### src/rtl/rv32_pkg.sv
// Shared RV32IM definitions: opcodes, ALU operation codes, immediate formats.
// Imported by the decode stage, ALU and immediate generator.
package rv32_pkg;

    localparam int XLEN  = 32;
    localparam int NREGS = 32;
    localparam int AW    = $clog2(NREGS);

    localparam logic [6:0] OPC_OP     = 7'b0110011;
    localparam logic [6:0] OPC_OP_IMM = 7'b0010011;
    localparam logic [6:0] OPC_LOAD   = 7'b0000011;
    localparam logic [6:0] OPC_STORE  = 7'b0100011;
    localparam logic [6:0] OPC_BRANCH = 7'b1100011;
    localparam logic [6:0] OPC_JAL    = 7'b1101111;
    localparam logic [6:0] OPC_JALR   = 7'b1100111;
    localparam logic [6:0] OPC_LUI    = 7'b0110111;
    localparam logic [6:0] OPC_AUIPC  = 7'b0010111;

    typedef enum logic [4:0] {
        ALU_ADD    = 5'd0,
        ALU_SUB    = 5'd1,
        ALU_SLL    = 5'd2,
        ALU_SLT    = 5'd3,
        ALU_SLTU   = 5'd4,
        ALU_XOR    = 5'd5,
        ALU_SRL    = 5'd6,
        ALU_SRA    = 5'd7,
        ALU_OR     = 5'd8,
        ALU_AND    = 5'd9,
        ALU_MUL    = 5'd10,
        ALU_MULH   = 5'd11,
        ALU_MULHSU = 5'd12,
        ALU_MULHU  = 5'd13,
        ALU_DIV    = 5'd14,
        ALU_DIVU   = 5'd15,
        ALU_REM    = 5'd16,
        ALU_REMU   = 5'd17,
        ALU_FWD    = 5'd18
    } alu_op_e;

    typedef enum logic [2:0] {
        IMM_I     = 3'd0,
        IMM_S     = 3'd1,
        IMM_B     = 3'd2,
        IMM_U     = 3'd3,
        IMM_J     = 3'd4,
        IMM_SHAMT = 3'd5
    } imm_type_e;

    // alt selects SUB/SRA; callers gate it for the immediate forms
    function automatic alu_op_e base_op(input logic [2:0] f3,
                                        input logic alt);
        alu_op_e op;
        op = ALU_ADD;
        case (f3)
            3'b000: op = alt ? ALU_SUB : ALU_ADD;
            3'b001: op = ALU_SLL;
            3'b010: op = ALU_SLT;
            3'b011: op = ALU_SLTU;
            3'b100: op = ALU_XOR;
            3'b101: op = alt ? ALU_SRA : ALU_SRL;
            3'b110: op = ALU_OR;
            3'b111: op = ALU_AND;
            default: op = ALU_ADD;
        endcase
        return op;
    endfunction

    function automatic alu_op_e mext_op(input logic [2:0] f3);
        return alu_op_e'(5'(ALU_MUL) + 5'(f3));
    endfunction

endpackage

### src/rtl/rv32_regs.sv
// 32x32 architectural register file: two async reads, one sync write.
// x0 is hardwired to zero; no write-to-read bypass.
module rv32_regs
    import rv32_pkg::*;
(
    input  logic            clk_i,
    input  logic            rst_ni,
    input  logic [AW-1:0]   raddr1_i,
    input  logic [AW-1:0]   raddr2_i,
    input  logic            we_i,
    input  logic [AW-1:0]   waddr_i,
    input  logic [XLEN-1:0] wdata_i,
    output logic [XLEN-1:0] rdata1_o,
    output logic [XLEN-1:0] rdata2_o
);

    logic [XLEN-1:0] regs_q [NREGS];

    always_ff @(posedge clk_i) begin
        if (!rst_ni) begin
            for (int i = 0; i < NREGS; i++) begin
                regs_q[i] <= '0;
            end
        end else if (we_i && (waddr_i != '0)) begin
            regs_q[waddr_i] <= wdata_i;
        end
    end

    assign rdata1_o = (raddr1_i == '0) ? '0 : regs_q[raddr1_i];
    assign rdata2_o = (raddr2_i == '0) ? '0 : regs_q[raddr2_i];

endmodule

### src/rtl/rv32_decode_regfile.sv
// RV32IM decode/register stage: combinational control decoder plus the
// architectural register file fed by the MEM/WB writeback path.
module rv32_decode_regfile
    import rv32_pkg::*;
(
    input  logic            CLK,
    input  logic            RESET,
    input  logic [31:0]     INSTRUCTION,
    input  logic [XLEN-1:0] IN_REG,
    input  logic [4:0]      MEM_WB_INADDRESS,
    input  logic            WRITE_REG,
    output logic [XLEN-1:0] OUT1_REG,
    output logic [XLEN-1:0] OUT2_REG,
    output logic [4:0]      ALUOP,
    output logic [2:0]      MUXIMMTYPE_SELECT,
    output logic            MUXPC_SELECT,
    output logic            MUXIMM_SELECT,
    output logic            MUXJAL_SELECT,
    output logic            MUXDATAMEM_SELECT,
    output logic            WRITE_ENABLE,
    output logic            MEM_READ,
    output logic            MEM_WRITE,
    output logic            BRANCH,
    output logic            JUMP
);

    logic [6:0] opcode;
    logic [4:0] rd;
    logic [2:0] funct3;
    logic [6:0] funct7;

    assign opcode = INSTRUCTION[6:0];
    assign rd     = INSTRUCTION[11:7];
    assign funct3 = INSTRUCTION[14:12];
    assign funct7 = INSTRUCTION[31:25];

    rv32_regs u_regs (
        .clk_i    (CLK),
        .rst_ni   (RESET),
        .raddr1_i (INSTRUCTION[19:15]),
        .raddr2_i (INSTRUCTION[24:20]),
        .we_i     (WRITE_REG),
        .waddr_i  (MEM_WB_INADDRESS),
        .wdata_i  (IN_REG),
        .rdata1_o (OUT1_REG),
        .rdata2_o (OUT2_REG)
    );

    alu_op_e   alu_op;
    imm_type_e imm_type;
    logic      wr_rd;

    always_comb begin
        alu_op            = ALU_ADD;
        imm_type          = IMM_I;
        wr_rd             = 1'b0;
        MUXPC_SELECT      = 1'b0;
        MUXIMM_SELECT     = 1'b0;
        MUXJAL_SELECT     = 1'b0;
        MUXDATAMEM_SELECT = 1'b0;
        MEM_READ          = 1'b0;
        MEM_WRITE         = 1'b0;
        BRANCH            = 1'b0;
        JUMP              = 1'b0;
        unique case (opcode)
            OPC_OP: begin
                wr_rd = 1'b1;
                if (funct7 == 7'b0000001) begin
                    alu_op = mext_op(funct3);
                end else begin
                    alu_op = base_op(funct3, funct7 == 7'b0100000);
                end
            end
            OPC_OP_IMM: begin
                wr_rd         = 1'b1;
                MUXIMM_SELECT = 1'b1;
                // only SRAI uses bit 30; ADDI with a negative imm must not SUB
                alu_op = base_op(funct3,
                                 (funct3 == 3'b101) && INSTRUCTION[30]);
                if (funct3 == 3'b001 || funct3 == 3'b101) begin
                    imm_type = IMM_SHAMT;
                end
            end
            OPC_LOAD: begin
                wr_rd             = 1'b1;
                MUXIMM_SELECT     = 1'b1;
                MEM_READ          = 1'b1;
                MUXDATAMEM_SELECT = 1'b1;
            end
            OPC_STORE: begin
                imm_type      = IMM_S;
                MUXIMM_SELECT = 1'b1;
                MEM_WRITE     = 1'b1;
            end
            OPC_BRANCH: begin
                imm_type = IMM_B;
                BRANCH   = 1'b1;
                case (funct3[2:1])
                    2'b00:   alu_op = ALU_SUB;
                    2'b10:   alu_op = ALU_SLT;
                    2'b11:   alu_op = ALU_SLTU;
                    default: alu_op = ALU_ADD;
                endcase
            end
            OPC_JAL: begin
                imm_type      = IMM_J;
                wr_rd         = 1'b1;
                MUXPC_SELECT  = 1'b1;
                MUXIMM_SELECT = 1'b1;
                MUXJAL_SELECT = 1'b1;
                JUMP          = 1'b1;
            end
            OPC_JALR: begin
                wr_rd         = 1'b1;
                MUXIMM_SELECT = 1'b1;
                MUXJAL_SELECT = 1'b1;
                JUMP          = 1'b1;
            end
            OPC_LUI: begin
                alu_op        = ALU_FWD;
                imm_type      = IMM_U;
                wr_rd         = 1'b1;
                MUXIMM_SELECT = 1'b1;
            end
            OPC_AUIPC: begin
                imm_type      = IMM_U;
                wr_rd         = 1'b1;
                MUXPC_SELECT  = 1'b1;
                MUXIMM_SELECT = 1'b1;
            end
            default: begin
            end
        endcase
    end

    assign ALUOP             = alu_op;
    assign MUXIMMTYPE_SELECT = imm_type;
    assign WRITE_ENABLE      = wr_rd && (rd != 5'd0);

endmodule

### config.mk
export PLATFORM = sky130hd
export DESIGN_NAME = rv32_decode_regfile
export DESIGN_NICKNAME = d
export VERILOG_FILES = /design/src/rtl/rv32_pkg.sv /design/src/rtl/rv32_regs.sv /design/src/rtl/rv32_decode_regfile.sv
export SDC_FILE = /design/constraint.sdc
export NUM_CORES = 2
export LEC_CHECK = 0
export CELL_PAD_IN_SITES_DETAIL_PLACEMENT = 1
export CELL_PAD_IN_SITES_GLOBAL_PLACEMENT = 1
export CORE_ASPECT_RATIO = 0.5
export CORE_MARGIN = 1.5
export CORE_UTILIZATION = 40
export DETAILED_ROUTE_END_ITERATION = 12
export GPL_TIMING_DRIVEN = 0
export PLACE_DENSITY_LB_ADDON = 0.1
export RECOVER_POWER = 25
export SLEW_MARGIN = 40
export SYNTH_ARGS = -nofsm -noshare
export SYNTH_HDL_FRONTEND = slang
export SYNTH_SLANG_ARGS = --single-unit
export TNS_END_PERCENT = 10
### constraint.sdc
create_clock -name CLK -period 9.75 [get_ports CLK]
set_input_delay 0.975 -clock CLK [delete_from_list [all_inputs] [get_ports CLK]]
set_output_delay 0.975 -clock CLK [all_outputs]
set_load 0.005 [all_outputs]
==> key figures <==
Clock tree
  • Num Clock Sinks: 1024
  • Hold Buf Count CTS: 0
  • Post-cts sizing count: 0
  • H-tree Lvls: 3
  • TritonCTS clock tree: built
  • Clock transition at the registers of the reported paths: about 0.07 ns
  • Clk root buf: clkbuf_16
  • Num CTS Buffers: 100
  • Post-CTS setup buffer count: 0
  • Clock Path Buffers: 3

Synth
  • Post-Syn Area: 55110 um^2
  • Sequential fraction of the synthesis area: 0.5580
  • Synth unique cells: 52
  • Syn Inst Count: approximately 3900
  • Post-synth EDFFs: slightly above 1000
  • Post-synth top cells: edfxtp_1 (1024), and2_1 (1014), mux4_2 (360), mux2i_1 (349), clkbuf_1 (299)
  • Flops & latches, synth: roughly 1000
  • Most used DFF post-synth: edfxtp_1
  • Post-synth top area share: 0.5580
  • Cell taking the most area after synthesis: edfxtp_1
  • Syn_area_per_cell: about 14 um^2
  • Main area contributors after synthesis: edfxtp_1 (56%), mux4_2 (15%), and2_1 (12%)
  • Most common cell in the netlist: edfxtp_1
  • Syn. warnings: 0
  • Async SR Flop Fraction: 0

Placed design
  • Cells after DPL: around 6000
  • # port buffers: approximately 140
  • Final RePlAce weighted congestion: slightly below 1
  • Hpwl dp: a little under 200 mm

Die
  • Initial core utilization: 0.4025
  • Num ports: ~150
  • Row count: between 90 and 100
  • Die width: between 500 and 600 um
  • DIE HEIGHT: around 270 um
  • DIE AREA: approximately 140000 um^2
  • Core area: approximately 140000 um^2

Worst setup path
  • Crit path buf inv count: 6
  • Critical path class: primary input to output pin
  • CP Capture Type: output pin
  • Critical Path, Cell by Cell: clkdlybuf4s50_1 > buf_2 > and2_1 > clkbuf_1 > clkbuf_2 > a22o_1 > a2111oi_2 > buf_2 > nor3_1 > clkdlybuf4s50_1
  • Worst Path Required: 8.78 ns
  • Family with the most delay on the worst path: buffers and inverters
  • CP Launch Type: primary input
  • Slowest CP cell: clkbuf_1
  • Critical Path Fanout Max: 10
  • Peak per-stage delay on the critical path: between 0.7 and 0.8 ns
  • Worst EP arrival: about 5.6 ns

Pwr
  • Power Density: between 150 and 200 nW/um^2
  • Maximum vdd drop: 0.0001334 V
  • LEAKAGE: approximately 22 nW
  • Power Total: between 10 and 15 mW

Detailed routing
  • DRT iter0 DRCs: 6417
  • Met1 wire length: 105.1 mm
  • Vias per Instance: 6.648
  • Met2 wire len: 111.0 mm
  • # DRC: 0
  • Max Used Layer: met5
  • WL met3: roughly 43 mm
  • Avg WL per Cell: between 40 and 50 um
  • TritonRoute pass-1 iters: 6
  • Routed Wire Length: about 270 mm
  • Routed via count: around 41000
  • Post-detailed-route count of antenna-violating nets: 0

Cells and area
  • Largest register FFs: a little over 1000
  • Synth-to-layout area growth: 15.77%
  • Fraction of layout cells with a size suffix above 1: 0.1937
  • Largest regs: u_regs.regs_q: 1024 flops
  • Final Non-Filler Cells: about 6100
  • Biggest register: u_regs.regs_q
  • Final net count: ~4300

STA
  • Final period utilization: 0.6752
  • Slew @ Worst Pin: 2.758 ns
  • Pins Over Slew Limit: 161
  • Setup violations, final: 0
  • RSZ-0062 raised after global routing: no
  • TNS Setup: 0 ns
  • Relative slew margins: -0.8579
  • Fmax: 0.1519 GHz
  • Crit path time final: approximately 6.6 ns
  • Final Hold Fails: 0

Status
  • Outcome: finished, violations left
  • Failing checks: max-capacitance violations, max-slew violations

Min path
  • Hold Path Stages: 3
  • Worst Hold Class: primary input to flip-flop
  • Hold endpoint: u_regs.regs_q[4][0]$_SDFFCE_PN0P_
  • Min-delay src: MEM_WB_INADDRESS[0]

Global routing
  • First-pass GRT wire length: roughly 350 mm
  • Antenna violations before repair: 35
  • Largest net degree at the start of global routing: 21
  • Global route overflow: 0
  • Vias in the first global route: ~40000
  • Total track usage: 0.3801

Job
  • Max Cap Viol: 19
==> placed cells by master (no fill, tap or decap), types with 7 or more instances in the layout <==
| cell type | count |
|---|---|
| clkinv_2 | 10 |
| a211oi_1 | 38 |
| a2111oi_0 | 9 |
| clkbuf_2 | 108 |
| clkbuf_1 | 244 |
| nor2b_1 | 7 |
| a211oi_2 | 13 |
| buf_6 | 26 |
| clkinv_1 | 23 |
| buf_16 | 16 |
| o221ai_1 | 33 |
| a21oi_1 | 60 |
| nor4b_1 | 13 |
| conb_1 | 32 |
| nor3_1 | 56 |
| buf_2 | 51 |
| bufinv_16 | 8 |
| a21boi_0 | 11 |
| o22ai_1 | 39 |
| nand2b_1 | 11 |
| a22oi_1 | 103 |
| diode_2 | 8 |
| edfxtp_1 | 1024 |
| and2_0 | 67 |
| a22o_1 | 62 |
| clkbuf_16 | 102 |
| and2_1 | 947 |
| o21ai_0 | 33 |
| nand3_1 | 11 |
| nor4_1 | 7 |
| mux4_2 | 360 |
| clkdlybuf4s50_1 | 139 |
| a2111oi_2 | 16 |
| nor2_1 | 45 |
| buf_4 | 42 |
| mux2i_1 | 349 |
| nand2_1 | 59 |
| buf_8 | 37 |
==> power by group <==
part | switching [mW] | internal [mW] | total, mW
logic | 1.07 | 0.616 | 1.69
registers | 0.148 | 5.09 | 5.24
clock network | 1.85 | 2.11 | 3.96
==> metal layers <==
layer  vias to the layer above  GRT usage
li1                      15490          -
met1                     21510     0.5103
met2                      3144     0.5366
met3                       539     0.1810
met4                        12     0.1255
met5                         -          0
==> cell type report <==
class | count | area [um^2]
Antenna cell | 8 | 20.02
Tap cell | 1813 | 2268
Timing Repair Buffer | 246 | 2763
Multi-Input combinational cell | 2439 | 22840
Buffer | 413 | 2061
Clock buffer | 124 | 2635
Fill cell | 13610 | 73130
Clock inverter | 47 | 434.2
Sequential cell | 1024 | 30750
Inverter | 7 | 27.53
==> stage by stage <==
stage / instance area [um^2] / hold slack, ns / setup WS [ns] / util
3_3_place_gp: 58930 / 1.670 / 0.1716 / 0.4303
6_report: 63800 / 0.9838 / 3.167 / 0.4659
4_1_cts: 64420 / 0.8681 / 3.359 / 0.4705
5_1_grt: 63790 / 0.9987 / 3.284 / 0.4658
3_5_place_dp: 61350 / 1.636 / 3.370 / 0.4481
2_1_floorplan: 55230 / 1.173 / 5.388 / -
==> kinds of logic after synthesis <==
family,share of synthesized area
AO/OA/AOI/OAI,0.05801
AND/OR/NAND/NOR,0.1368
other,0.00006805
multiplexers,0.2109
buffers and inverters,0.03528
adder cells (fa/ha/maj),0.0009082
flip-flops,0.5580
==> worst max path at each step <==
stage                              startpoint  slack (ns)  cells after the start                                  end
final                         INSTRUCTION[21]        3.17                     10                         OUT2_REG[12]
after detailed placement      INSTRUCTION[21]        3.37                     11                         OUT2_REG[13]
after CTS                     INSTRUCTION[21]        3.36                     11                         OUT2_REG[13]
after global routing          INSTRUCTION[21]        3.28                     11                         OUT2_REG[13]
after global placement                  RESET        0.17                      4  u_regs.regs_q[21][13]$_SDFFCE_PN0P_
after floorplan           MEM_WB_INADDRESS[0]        5.39                      4   u_regs.regs_q[17][0]$_SDFFCE_PN0P_
==> tightest hold or removal path, cell delays in order <==
cell and delay [ns]:
buf_2 0.18, nor3_1 0.19, and2_0 0.20
Note: power is estimated with default switching activity, not from simulation.
